## src/rtl/teclado_pkg.sv

```systemverilog
// rtl/teclado_pkg.sv - shared state type and width helpers for the keypad matrix decoder
package teclado_pkg;

    typedef enum logic [2:0] {
        VARRE    = 3'd0,
        DEBOUNCE = 3'd1,
        EMITE    = 3'd2,
        SEGURA   = 3'd3,
        SOLTA    = 3'd4
    } estado_t;

    function automatic int calc_kw(input int n_lin, input int n_col);
        int n;
        n = n_lin * n_col;
        return (n <= 2) ? 1 : $clog2(n);
    endfunction

    // Bits needed to hold values 0..max_val.
    function automatic int largura(input int max_val);
        return (max_val <= 1) ? 1 : $clog2(max_val + 1);
    endfunction

endpackage

```

## src/rtl/fifo_sync.sv

```systemverilog
// rtl/fifo_sync.sv - synchronous FIFO; a push into a full FIFO succeeds only alongside a pop
module fifo_sync #(
    parameter int WIDTH = 8,
    parameter int DEPTH = 4
) (
    input  logic             clk,
    input  logic             rst_n,
    input  logic             push,
    input  logic [WIDTH-1:0] wr_data,
    input  logic             pop,
    output logic [WIDTH-1:0] rd_data,
    output logic             full,
    output logic             empty
);
    localparam int AW = (DEPTH <= 2) ? 1 : $clog2(DEPTH);

    logic [WIDTH-1:0] mem_q [DEPTH];
    logic [AW-1:0]    wr_ptr_q, wr_ptr_d;
    logic [AW-1:0]    rd_ptr_q, rd_ptr_d;
    logic [AW:0]      cnt_q, cnt_d;
    logic             do_push, do_pop;

    always_comb begin
        do_pop   = pop && (cnt_q != '0);
        do_push  = push && ((cnt_q != (AW+1)'(DEPTH)) || do_pop);
        wr_ptr_d = wr_ptr_q + AW'(do_push);
        rd_ptr_d = rd_ptr_q + AW'(do_pop);
        cnt_d    = cnt_q;
        if (do_push && !do_pop) begin
            cnt_d = cnt_q + 1'b1;
        end else if (!do_push && do_pop) begin
            cnt_d = cnt_q - 1'b1;
        end
    end

    always_ff @(posedge clk or negedge rst_n) begin
        if (!rst_n) begin
            wr_ptr_q <= '0;
            rd_ptr_q <= '0;
            cnt_q    <= '0;
        end else begin
            wr_ptr_q <= wr_ptr_d;
            rd_ptr_q <= rd_ptr_d;
            cnt_q    <= cnt_d;
        end
    end

    always_ff @(posedge clk) begin
        if (do_push) begin
            mem_q[wr_ptr_q] <= wr_data;
        end
    end

    assign rd_data = mem_q[rd_ptr_q];
    assign full    = (cnt_q == (AW+1)'(DEPTH));
    assign empty   = (cnt_q == '0);

endmodule

```

## src/rtl/decodificador_teclado_nxm.sv

```systemverilog
// rtl/decodificador_teclado_nxm.sv - scanned NxM keypad decoder with debounce, auto-repeat and event FIFO
module decodificador_teclado_nxm
    import teclado_pkg::*;
#(
    parameter int N_LIN          = 4,
    parameter int N_COL          = 4,
    parameter int SCAN_CICLOS    = 8,
    parameter int DEBOUNCE_P     = 100,
    parameter int REPEAT_ATRASO  = 5000,
    parameter int REPEAT_PERIODO = 1000,
    parameter int FIFO_PROF      = 4,
    localparam int KW            = calc_kw(N_LIN, N_COL)
) (
    input  logic             clk,
    input  logic             rst_n,
    input  logic [N_COL-1:0] col_matriz,
    output logic [N_LIN-1:0] lin_matriz,
    output logic [KW-1:0]    tecla_value,
    output logic             tecla_repeat,
    output logic             tecla_valid,
    input  logic             tecla_ready,
    output logic             tecla_multi,
    output logic             fifo_ovf
);
    localparam int LW   = largura(N_LIN - 1);
    localparam int CW   = largura(N_COL - 1);
    localparam int NBW  = largura(N_COL);
    localparam int SW   = largura(SCAN_CICLOS - 1);
    localparam int DW   = largura(DEBOUNCE_P);
    localparam int RMAX = (REPEAT_ATRASO > REPEAT_PERIODO) ? REPEAT_ATRASO : REPEAT_PERIODO;
    localparam int RW   = largura(RMAX);
    localparam int ARW  = largura(N_LIN);
    localparam int ATRASO_M1 = (REPEAT_ATRASO > 0) ? REPEAT_ATRASO - 1 : 0;

    estado_t          estado_q, estado_d;
    logic [LW-1:0]    lin_q, lin_d, lin_prox;
    logic [SW-1:0]    scan_q, scan_d;
    logic [CW-1:0]    col_q, col_d;
    logic [DW-1:0]    deb_q, deb_d;
    logic [RW-1:0]    rep_q, rep_d;
    logic             rep_first_q, rep_first_d;
    logic [ARW-1:0]   limpo_q, limpo_d;
    logic             armado_q, armado_d;
    logic             multi_q, multi_d;
    logic             ovf_q, ovf_d;

    logic [N_COL-1:0] baixas;
    logic [NBW-1:0]   n_baixas;
    logic [CW-1:0]    col_baixa;
    logic             so_latched, latched_alta, todas_altas;
    logic [KW-1:0]    idx;
    logic             push, push_rep, pop, full, empty;
    logic [KW:0]      fifo_rd;

    always_comb begin
        baixas    = ~col_matriz;
        n_baixas  = '0;
        col_baixa = '0;
        for (int c = 0; c < N_COL; c++) begin
            if (baixas[c]) begin
                n_baixas  = n_baixas + 1'b1;
                col_baixa = CW'(c);
            end
        end
    end

    assign so_latched   = (baixas == (N_COL'(1) << col_q));
    assign latched_alta = col_matriz[col_q];
    assign todas_altas  = &col_matriz;
    assign lin_prox     = (lin_q == LW'(N_LIN - 1)) ? '0 : lin_q + 1'b1;
    assign idx          = KW'(lin_q) * KW'(N_COL) + KW'(col_q);

    always_comb begin
        estado_d    = estado_q;
        lin_d       = lin_q;
        scan_d      = scan_q;
        col_d       = col_q;
        deb_d       = deb_q;
        rep_d       = rep_q;
        rep_first_d = rep_first_q;
        limpo_d     = limpo_q;
        armado_d    = armado_q;
        multi_d     = 1'b0;
        push        = 1'b0;
        push_rep    = 1'b0;
        case (estado_q)
            VARRE: begin
                if (scan_q == SW'(SCAN_CICLOS - 1)) begin
                    scan_d = '0;
                    lin_d  = lin_prox;
                    // Presses are ignored until one full clean pass after reset, so a key held through reset never emits.
                    if (n_baixas == '0) begin
                        if (!armado_q) begin
                            if (limpo_q == ARW'(N_LIN - 1)) begin
                                armado_d = 1'b1;
                            end else begin
                                limpo_d = limpo_q + 1'b1;
                            end
                        end
                    end else begin
                        limpo_d = '0;
                        if (armado_q) begin
                            if (n_baixas == NBW'(1)) begin
                                lin_d    = lin_q;
                                col_d    = col_baixa;
                                deb_d    = '0;
                                estado_d = DEBOUNCE;
                            end else begin
                                multi_d = 1'b1;
                            end
                        end
                    end
                end else begin
                    scan_d = scan_q + 1'b1;
                end
            end
            DEBOUNCE: begin
                if (so_latched) begin
                    if (deb_q == DW'(DEBOUNCE_P - 1)) begin
                        deb_d    = '0;
                        estado_d = EMITE;
                    end else begin
                        deb_d = deb_q + 1'b1;
                    end
                end else begin
                    deb_d    = '0;
                    lin_d    = lin_prox;
                    estado_d = VARRE;
                end
            end
            EMITE: begin
                push        = 1'b1;
                rep_d       = '0;
                rep_first_d = 1'b0;
                estado_d    = SEGURA;
            end
            SEGURA: begin
                if (latched_alta) begin
                    deb_d    = '0;
                    estado_d = SOLTA;
                end else if (REPEAT_ATRASO != 0) begin
                    if (rep_q == (rep_first_q ? RW'(REPEAT_PERIODO - 1) : RW'(ATRASO_M1))) begin
                        push        = 1'b1;
                        push_rep    = 1'b1;
                        rep_d       = '0;
                        rep_first_d = 1'b1;
                    end else begin
                        rep_d = rep_q + 1'b1;
                    end
                end
            end
            SOLTA: begin
                if (todas_altas) begin
                    if (deb_q == DW'(DEBOUNCE_P - 1)) begin
                        deb_d    = '0;
                        scan_d   = '0;
                        lin_d    = lin_prox;
                        estado_d = VARRE;
                    end else begin
                        deb_d = deb_q + 1'b1;
                    end
                end else begin
                    deb_d       = '0;
                    rep_d       = '0;
                    rep_first_d = 1'b0;
                    estado_d    = SEGURA;
                end
            end
            default: begin
                estado_d = VARRE;
            end
        endcase
    end

    assign pop   = !empty && tecla_ready;
    assign ovf_d = push && full && !pop;

    always_ff @(posedge clk or negedge rst_n) begin
        if (!rst_n) begin
            estado_q    <= VARRE;
            lin_q       <= '0;
            scan_q      <= '0;
            col_q       <= '0;
            deb_q       <= '0;
            rep_q       <= '0;
            rep_first_q <= 1'b0;
            limpo_q     <= '0;
            armado_q    <= 1'b0;
            multi_q     <= 1'b0;
            ovf_q       <= 1'b0;
        end else begin
            estado_q    <= estado_d;
            lin_q       <= lin_d;
            scan_q      <= scan_d;
            col_q       <= col_d;
            deb_q       <= deb_d;
            rep_q       <= rep_d;
            rep_first_q <= rep_first_d;
            limpo_q     <= limpo_d;
            armado_q    <= armado_d;
            multi_q     <= multi_d;
            ovf_q       <= ovf_d;
        end
    end

    fifo_sync #(
        .WIDTH (KW + 1),
        .DEPTH (FIFO_PROF)
    ) u_fifo (
        .clk     (clk),
        .rst_n   (rst_n),
        .push    (push),
        .wr_data ({push_rep, idx}),
        .pop     (pop),
        .rd_data (fifo_rd),
        .full    (full),
        .empty   (empty)
    );

    assign lin_matriz   = ~(N_LIN'(1) << lin_q);
    assign tecla_valid  = !empty;
    assign tecla_value  = empty ? '1 : fifo_rd[KW-1:0];
    assign tecla_repeat = !empty && fifo_rd[KW];
    assign tecla_multi  = multi_q;
    assign fifo_ovf     = ovf_q;

endmodule

```

## config.mk

```make
export PLATFORM = sky130hd
export DESIGN_NAME = decodificador_teclado_nxm
export DESIGN_NICKNAME = d
export VERILOG_FILES = /design/src/rtl/teclado_pkg.sv /design/src/rtl/fifo_sync.sv /design/src/rtl/decodificador_teclado_nxm.sv
export SDC_FILE = /design/constraint.sdc
export NUM_CORES = 1
export LEC_CHECK = 0
export BUFFER_PORTS_ARGS = -buffer_cell sky130_fd_sc_hd__clkbuf_2
export CAP_MARGIN = 10
export CORE_UTILIZATION = 32
export CTS_BUF_LIST = sky130_fd_sc_hd__clkbuf_2
export CTS_CLUSTER_SIZE = 20
export DETAILED_ROUTE_END_ITERATION = 10
export GPL_TIMING_DRIVEN = 0
export PLACE_DENSITY = 0.56
export SETUP_SLACK_MARGIN = 0.2
export SYNTH_ARGS = -nofsm -noshare
export SYNTH_HDL_FRONTEND = slang
export SYNTH_SLANG_ARGS = --single-unit
```

## constraint.sdc

```tcl
create_clock -name clk -period 2.7 [get_ports clk]
set_input_delay 0.27 -clock clk [delete_from_list [all_inputs] [get_ports clk]]
set_output_delay 0.27 -clock clk [all_outputs]
set_load 0.005 [all_outputs]
```

==> results of run 1 <==
==> synthesized netlist by cell type, types with 3 or more instances <==
cell / instances / share of area, %
or2_2: 5 / 0.88
nand2_1: 19 / 2.0
nor3b_1: 6 / 1.3
dfrtp_1: 44 / 31
ha_1: 17 / 6.0
a21oi_1: 11 / 1.5
xnor2_1: 3 / 0.74
edfxtp_1: 20 / 17
nand3b_1: 3 / 0.63
o31ai_1: 6 / 1.3
clkbuf_1: 5 / 0.53
nor3_1: 10 / 1.4
buf_2: 4 / 0.56
mux2_2: 4 / 1.3
nor4b_1: 4 / 0.98
nor2_1: 22 / 2.3
and3_1: 9 / 1.6
a31oi_1: 3 / 0.53
inv_1: 19 / 2.0
nand3_1: 13 / 1.8
mux4_2: 6 / 3.8
and2_1: 3 / 0.53
o21ai_0: 24 / 3.4
xor2_1: 4 / 0.98
nand2b_1: 11 / 1.9
==> tightest hold or removal path, delay by kind of cell <==
kind	cells	cell delay, ns
and+or+nand+nor	2	0.23
buffers and inverters	1	0.09
==> through the flow <==
stage	utilization [%]	setup WS (ns)	std cells	total power [µW]	area, µm²
floorplan	-	0.218	327	1930	3600
global placement	35.7	-0.170	485	2160	3870
detailed placement	35.7	-0.170	485	2200	3870
CTS	37.8	0.169	509	2850	4090
global route	38.3	0.120	511	3030	4150
finish	38.3	0.240	512	2820	4160
==> registers in the layout (all words and copies together) (netlist names), 3 cells and up <==
| name | count |
|---|---|
| u_fifo.mem_q | 20 |
| rep_q | 13 |
| deb_q | 7 |
| estado_q | 3 |
| limpo_q | 3 |
| scan_q | 3 |
| u_fifo.cnt_q | 3 |
==> repair_timing <==
action | CTS | global route
pin swaps | 2 | 5
gates resized for setup | 9 | 8
hold buffers | 1 | 0
cloned | 0 | 0
setup buffers | 7 | 1
endpoints found under the hold margin | 39 | 0
endpoints found under the setup margin | 20 | 7
==> per-layer routing <==
layer	up-vias	global-route usage [%]
met5	-	0
met4	0	5.28
met3	11	3.03
met2	40	21.2
met1	1302	17.5
li1	1285	-
==> kinds of logic after synthesis <==
group | after synthesis
and+or+nand+nor | 122
buffers and inverters | 30
AOI/OAI and AO/OA | 70
DFF | 64
muxes | 15
xor gates and xnor gates | 8
adders and majority gates | 18
==> worst max-delay path by stage <==
stage / slack (ns) / end / startpoint / cells after the start
after CTS: 0.17 / u_fifo.cnt_q[2] / col_q[0] / 11
after floorplan: 0.22 / u_fifo.cnt_q[2] / col_q[0] / 11
after detailed placement: -0.17 / lin_q[1] / col_matriz[1] / 11
after global routing: 0.12 / u_fifo.mem_q[1][1] / rep_q[1] / 6
after global placement: -0.17 / lin_q[1] / col_matriz[1] / 11
final: 0.24 / u_fifo.cnt_q[2] / col_q[0] / 11
==> cell type report <==
type,count,area (µm²),share of cell area [%]
well taps,140,175,4.21
diodes,1,2.50,0.0602
clock inverters,7,80.1,1.93
inverters,19,71.3,1.72
repair buffers,28,188,4.52
clock buffers,9,45.0,1.08
multi-input cells,233,1820,43.8
flip-flops and latches,64,1710,41.1
plain buffers,11,67.6,1.63
==> power breakdown <==
group | switching [µW] | internal [µW] | total, µW
Sequential | 136 | 1150 | 1290
Combinational | 440 | 465 | 905
Clock | 406 | 223 | 628
Total | 982 | 1840 | 2820
==> results_dict.tcl, run 1 <==
set metrics [dict create \
    outcome "finished, final reports clean" \
    route.detailed.drc 0 \
    grt_pass1_wl_mm 12.0 \
    worst_slew_pin_slew_ns 0.816 \
    cts-root-buf "clkbuf_2" \
    period_share_pct 91.1 \
    path_buf_inv 3 \
    r2r_start "col_q[0]" \
    dieArea_mm2 0.0116 \
    design.core.area_mm2 0.0108 \
    cts.sinks 64 \
    mostFrequentLayoutCells "40 x dfrtp_1, 30 x clkbuf_2, 23 x o21ai_0" \
    setup_viol 0 \
    drive_above_1_share_pct 26.1 \
    timing.rr.end "u_fifo.cnt_q[2]" \
    final_common_cell "dfrtp_1" \
    ioPinCount 19 \
    drv_cap 0 \
    path_cells "buf_6 > mux4_2 > o21ai_2 > nand3b_1 > inv_2 > ha_4 > inv_2 > fa_2 > xor2_1 > nor2_1 > xor2_1" \
    clkLatencyLatePin_ns 0.52 \
    synth.yosys.warnings 0 \
    synthSimpleGateAreaFrac_pct 19.6 \
    hold_path_class "in2reg" \
    synth_xor_xnor_area_share_pct 2.49 \
    cpPeakStageDelay_ns 0.53 \
    synthAdderAreaFrac_pct 6.51 \
    critical_path.max_fanout 3 \
    synth-main-ff-cell "dfrtp_1" \
    grt.total_usage_pct 13.3 \
    worst_path_max_delay_cell "mux4_2" \
    wl_mm 7.10 \
    grt_max_degree 45 \
    power_density_mw_per_mm2 679 \
    routedWlPerCell_um 13.9 \
    cp-start-kind "flop" \
    tritoncts "done" \
    place_hpwl_mm 4.93 \
    die_h_um 108 \
    ir_drop_uv 362 \
    path_clk_slew_ns 0.23 \
    r2r_cells 11 \
    slew_viol_final 0 \
    async_reset_ff_share_pct 68.8 \
    path_class "reg2reg" \
    slew_headroom_pct 45.5 \
    ys_seq_elements 64 \
    dr_wl_met2_mm 3.31 \
    synth-edff-count 20 \
    tns_ns 0 \
    clockBufferDepth 2 \
    n_fill_cell 1058 \
    fmax_ghz 0.407 \
    hold_depth 3 \
    num_rows 38 \
    finalCriticalPeriod_ns 2.46 \
    vias 2638 \
    grt_antenna_before_repair 0 \
    syn_area_mm2 0.00357 \
    firstDrtPassIters 4 \
    place.gp.congestion 0.766 \
    wl_met3_um 213 \
    synth_mux_area_share_pct 6.65 \
    wl_met1_mm 3.45 \
    syn-num-nets 352 \
    skew_ns 0.0287 \
    cts_buffers 9 \
    synth_cell_type_count 67 \
    power.leakage_uw 0.00173 \
    endpoint_kind "flop" \
    antenna_left 0 \
    final_hold_viol_count 0 \
    port-buffer-count 18 \
    vias_per_cell 5.15 \
    syn_area_per_cell_um2 10.9 \
    synth_cells 327 \
    cp.required_ns 3.14 \
    holdPathEnd "fifo_ovf" \
    r2r_slack_ns 0.24 \
    critPathArrivalTime_ns 2.90 \
    nets 391 \
    yosysSeqAreaShare_pct 47.6 \
    synth_compound_area_share_pct 13.6 \
    grt_pass1_vias 2514 \
    gr-total-overflow 0 \
    rsz0062_at_grt "yes" \
    cpLargestDelayFamily "multiplexers" \
    hold_start "tecla_ready" \
    htree_num_levels 3 \
    top_layer "met4" \
    synth_top_family_by_area "simple AND/OR/NAND/NOR gates" \
    drt_iter0_drc 129 \
    die_w_um 108 \
    start_util_pct 33.0 \
    area_growth_pct 16.3 \
    worst_hold_slack_ns 0.109 \
]
Note: power is estimated with default switching activity, not from simulation.
==> run 2, diff against run 1 <==
==> constraint.sdc (replaced) <==
create_clock -name clk -period 2.7 [get_ports clk]
set_input_delay 0.27 -clock clk [delete_from_list [all_inputs] [get_ports clk]]
set_output_delay 0.27 -clock clk [all_outputs]
set_load 0.02 [all_outputs]
==> run 2 against run 1 <==
Setup slack worse by 0.070 ns. Count of clock-buffer cells in the layout is 1 higher. Total power up 6.6%. Sequential share of layout area down 0.28 points. Flip-flop and latch count unchanged. Largest power group unchanged. Via count down 1.1%. Largest cell class unchanged. Clock power increased by 8.9%. Clock skew down 0.00093 ns.
==> results_dict.tcl, run 2 (synthesis gave the netlist of run 1 again) <==
set metrics [dict create \
    cp.required_ns 3.16 \
    setup_viol 0 \
    rsz0062_at_grt "yes" \
    cp-start-kind "flop" \
    clockBufferDepth 2 \
    timing.rr.end "u_fifo.cnt_q[2]" \
    final_cell_area_mm2 0.00417 \
    r2r_cells 11 \
    gr-total-overflow 0 \
    met3_usage_pct 3.45 \
    outcome "finished, final reports clean" \
    worst_hold_slack_ns 0.0768 \
    grt_pass1_vias 2601 \
    n_fill_cell 1099 \
    period_share_pct 93.7 \
    drive_above_1_share_pct 25.7 \
    hold_depth 3 \
    grt_antenna_before_repair 0 \
    tritoncts "done" \
    path_clk_slew_ns 0.20 \
    mostFrequentLayoutCells "44 x dfrtp_1, 30 x clkbuf_2, 23 x o21ai_0" \
    power.leakage_uw 0.00176 \
    firstDrtPassIters 4 \
    ir_drop_uv 400 \
    port-buffer-count 18 \
    area_growth_pct 16.8 \
    seq_area_mm2 0.00170 \
    dieArea_mm2 0.0116 \
    critical_path.max_fanout 3 \
    vias_per_cell 5.09 \
    grt_max_degree 45 \
    power_density_mw_per_mm2 720 \
    finalCriticalPeriod_ns 2.53 \
    grt_pass1_wl_mm 12.7 \
    die_h_um 108 \
    drt_iter0_drc 100 \
    reg.largest.list "u_fifo.mem_q x20, rep_q x13, deb_q x7" \
    htree_num_levels 3 \
    cts.sinks 64 \
    nets 393 \
    holdPathEnd "fifo_ovf" \
    fmax_ghz 0.395 \
    drv_cap 0 \
    final_hold_viol_count 0 \
    slew_headroom_pct 41.7 \
    worst_slew_pin_slew_ns 0.872 \
    ioPinCount 19 \
    place.gp.congestion 0.745 \
    path_class "reg2reg" \
    hold_start "tecla_ready" \
    final_common_cell "dfrtp_1" \
    grt.busiest_layer "met2" \
    start_util_pct 33.0 \
    wl_mm 7.29 \
    largest_reg_flops 20 \
    num_antenna_cells 0 \
    grtUsageMet2_pct 22.3 \
    design.core.area_mm2 0.0108 \
    antenna_left 0 \
    endpoint_kind "flop" \
    r2r_start "col_q[0]" \
    top_register "u_fifo.mem_q" \
    cts_buffers 9 \
    r2r_slack_ns 0.17 \
    vias 2610 \
    hold_path_class "in2reg" \
    cts-root-buf "clkbuf_2" \
    route.detailed.drc 0 \
    place_hpwl_mm 4.91 \
    grt.total_usage_pct 14.1 \
    multi_input_area_mm2 0.00182 \
    routedWlPerCell_um 14.2 \
    die_w_um 108 \
    critPathArrivalTime_ns 2.99 \
    p_total_uw 3010 \
    clkLatencyLatePin_ns 0.53 \
    placed_cell_area_mm2 0.00387 \
    use_met1_pct 18.4 \
    skew_ns 0.0278 \
    num_rows 38 \
    slew_viol_final 0 \
]
==> run 2: changes by cell type in the layout (fill, tap and decap cells not counted), moves of 2 or more <==
cell      change
clkinv_4      -2
dfrtp_2       -4
clkinv_2      +2
inv_6         -2
buf_4         +2
dfrtp_1       +4
==> run 2: report_power, final <==
group / leakage, µW / total, µW / internal (µW) / switching (µW)
Combinational: 0.000916 / 1030 / 478 / 556
Sequential: 0.000768 / 1290 / 1150 / 137
Clock: 0.0000779 / 684 / 306 / 378
==> run 2: worst max-delay path by stage <==
| stage | start | to | slack (ns) | cells after the start |
|---|---|---|---|---|
| 5_1_grt | col_q[0] | u_fifo.mem_q[1][1] | 0.04 | 5 |
| 3_3_place_gp | col_matriz[1] | lin_q[0] | -0.16 | 11 |
| 2_1_floorplan | col_q[0] | u_fifo.cnt_q[2] | 0.20 | 11 |
| 6_report | col_q[0] | u_fifo.cnt_q[2] | 0.17 | 11 |
| 4_1_cts | col_q[0] | u_fifo.mem_q[1][2] | 0.18 | 5 |
| 3_5_place_dp | col_matriz[1] | lin_q[1] | -0.17 | 11 |
==> run 2: through the flow <==
step	setup TNS, ns	cells	worst slack (ns)	utilization (%)
CTS	0	509	0.180	37.8
finish	0	513	0.171	38.5
floorplan	0	327	0.203	-
global route	0	513	0.0417	38.5
global placement	-0.913	485	-0.161	35.7
detailed placement	-1.26	485	-0.172	35.7
==> run 2: layer usage <==
metal | vias up | wire length, µm
met5 | - | 0
met3 | 9 | 201
li1 | 1289 | -
met1 | 1277 | 3520
met2 | 35 | 3460
met4 | 0 | 109
==> run 2: final cells by class <==
cell class | count | share of cell area (%)
multi-input combinational | 233 | 43.6
sequential | 64 | 40.8
timing repair buffer | 30 | 4.86
clock inverter | 6 | 2.04
clock buffer | 10 | 1.20
buffer | 11 | 1.62
inverter | 19 | 1.71
tap | 140 | 4.20
==> run 2: critical path, cell delays in order, from the launching register on <==
cell      delay [ns]
dfrtp_1         0.41
buf_6           0.11
mux4_2          0.53
o21ai_2         0.15
nand3b_1        0.16
inv_2           0.15
ha_4            0.15
inv_2           0.04
fa_2            0.33
xor2_1          0.17
nor2_1          0.12
xor2_1          0.15
==> run 2: timing repair <==
action / 4_1_cts / 5_1_grt
hold buffers: 1 / 0
pin swaps: 2 / 3
endpoints found under the setup margin: 21 / 9
setup buffers: 7 / 3
hold endpoints to repair: 44 / 0
gates resized for setup: 7 / 7
==> run 3, diff against run 2 <==
--- a/config.mk
+++ b/config.mk
@@ -12,7 +12,7 @@
 export CTS_CLUSTER_SIZE = 20
 export DETAILED_ROUTE_END_ITERATION = 10
 export GPL_TIMING_DRIVEN = 0
-export PLACE_DENSITY = 0.56
+export PLACE_DENSITY = 0.54
 export SETUP_SLACK_MARGIN = 0.2
 export SYNTH_ARGS = -nofsm -noshare
 export SYNTH_HDL_FRONTEND = slang
==> constraint.sdc (replaced) <==
create_clock -name clk -period 2.72 [get_ports clk]
set_input_delay 0.272 -clock clk [delete_from_list [all_inputs] [get_ports clk]]
set_output_delay 0.272 -clock clk [all_outputs]
set_load 0.02 [all_outputs]
==> run 3 against run 2 <==
Combinational power hardly changed. Setup slack better by 0.071 ns. First-iteration DRC count is 32% higher. Non-clock buffer count is 1 higher. Flip-flop and latch count stayed put. Critical endpoint unchanged.
==> results_dict.tcl, run 3 (synthesis gave the netlist of run 1 again) <==
set metrics [dict create \
    tritoncts "done" \
    route.detailed.drc 0 \
    vias_per_cell 4.99 \
    path_class "reg2reg" \
    port-buffer-count 18 \
    switchingPower_uw 1050 \
    switching_share_pct 36.5 \
    start_util_pct 33.0 \
    mostFrequentLayoutCells "42 x dfrtp_1, 29 x clkbuf_2, 23 x o21ai_0" \
    period_share_pct 91.1 \
    cpLargestDelayFamily "multiplexers" \
    gr-total-overflow 0 \
    path_clk_slew_ns 0.22 \
    preCtsSetupSlack_ns -0.155 \
    clockPowerShare_pct 20.3 \
    worst_path_max_delay_cell "mux4_2" \
    instances_no_fill 515 \
    skew_ns 0.0410 \
    worst_hold_slack_ns 0.0801 \
    critPathArrivalTime_ns 2.90 \
    final_hold_viol_count 0 \
    die_w_um 108 \
    fmax_ghz 0.404 \
    num_rows 38 \
    worst_slew_pin_slew_ns 0.637 \
    htree_num_levels 3 \
    slew_headroom_pct 57.5 \
    cp.required_ns 3.15 \
    grt_pass1_wl_mm 12.1 \
    nets 394 \
    power_density_mw_per_mm2 688 \
    seq_power_share_pct 44.6 \
    firstDrtPassIters 4 \
    layout_setup_ws_ns 0.242 \
    r2r_start "col_q[0]" \
    ir_drop_uv 342 \
    r2r_cells 11 \
    path_cells "buf_6 > mux4_2 > o21ai_2 > nand3b_1 > inv_2 > ha_4 > inv_2 > fa_2 > xor2_1 > nor2_1 > xor2_1" \
    cts.sinks 64 \
    vias 2569 \
    cp-start-kind "flop" \
    post-place-cells 485 \
    n_fill_cell 1065 \
    slew_viol_final 0 \
    final_common_cell "dfrtp_1" \
    ioPinCount 19 \
    cts-root-buf "clkbuf_2" \
    dieArea_mm2 0.0116 \
    reg.largest.list "u_fifo.mem_q x20, rep_q x13, deb_q x7" \
    drv_cap 0 \
    critical_path.max_fanout 6 \
    cpPeakStageDelay_ns 0.53 \
    clockBufferDepth 2 \
    wl_mm 6.98 \
    top_register "u_fifo.mem_q" \
    hold_path_class "in2reg" \
    grt_max_degree 45 \
    hold_depth 3 \
    grt_pass1_vias 2534 \
    routedWlPerCell_um 13.6 \
    power.leakage_uw 0.00174 \
    design.core.area_mm2 0.0108 \
    outcome "finished, final reports clean" \
    rsz0062_at_grt "yes" \
    tns_ns 0 \
    hold_start "tecla_ready" \
    grt.total_usage_pct 13.4 \
    cts_buffers 9 \
    area_growth_pct 16.4 \
    place_hpwl_mm 4.87 \
    p_int_uw 1820 \
    endpoint_kind "flop" \
    post-route-util_pct 38.4 \
    path_buf_inv 3 \
    setup_viol 0 \
    crit_start "col_q[0]" \
    drive_above_1_share_pct 25.9 \
    die_h_um 108 \
    antenna_left 0 \
    grt_antenna_before_repair 0 \
    drt_iter0_drc 132 \
    clkLatencyLatePin_ns 0.51 \
    largest_reg_flops 20 \
    p_comb_share_pct 35.1 \
    finalCriticalPeriod_ns 2.48 \
    path_depth 11 \
    place.gp.congestion 0.760 \
]
## run 3: worst min-delay path: stages
cell	delay, ns
clkbuf_2	0.09
nor4b_1	0.06
and3_1	0.17
## run 3: cell type report
cell class / count / area (µm²) / share of cell area (%)
inverters: 19 / 71.3 / 1.72
diodes: 1 / 2.50 / 0.0602
plain buffers: 11 / 66.3 / 1.59
clock buffers: 9 / 45.0 / 1.08
well taps: 140 / 175 / 4.21
multi-input cells: 233 / 1810 / 43.6
clock inverters: 7 / 71.3 / 1.72
flip-flops and latches: 64 / 1700 / 41.0
repair buffers: 31 / 210 / 5.06
## run 3: layer usage
| layer | vias up | GRT usage [%] | routed length [µm] |
|---|---|---|---|
| li1 | 1293 | - | - |
| met1 | 1236 | 17.2 | 3420 |
| met2 | 35 | 21.6 | 3290 |
| met3 | 5 | 3.09 | 201 |
| met4 | 0 | 5.58 | 76 |
| met5 | - | 0 | 0 |
## run 3: power by group through the flow
stage / logic (µW) / registers (µW) / clock network [µW]
floorplan: 754 / 1260 / 0
global placement: 968 / 1280 / 0
detailed placement: 991 / 1290 / 0
CTS: 1020 / 1270 / 607
global route: 1140 / 1300 / 647
finish: 1010 / 1280 / 581
## run 3: final timing paths
path                                   end  slack [ns]
max in group asynchronous         col_q[0]        1.86
hold / removal                    fifo_ovf        0.08
min in group asynchronous         rep_q[8]        0.26
hold reg to reg                 limpo_q[0]        0.50
setup / recovery           u_fifo.cnt_q[2]        0.24
setup reg to reg           u_fifo.cnt_q[2]        0.24
## run 3: per-stage QoR
| step | power [µW] | cell area, µm² |
|---|---|---|
| after detailed placement | 2290 | 3870 |
| after CTS | 2900 | 4070 |
| final | 2860 | 4160 |
| after floorplan | 2010 | 3600 |
| after global routing | 3090 | 4160 |
| after global placement | 2250 | 3870 |
## run 3: repair_timing
item | CTS | global route
cloned | 0 | 0
buffers inserted | 7 | 4
endpoints found under the hold margin | 38 | 0
gates resized for setup | 7 | 6
hold buffers | 1 | 0
endpoints found under the setup margin | 21 | 12
pin swaps | 1 | 3
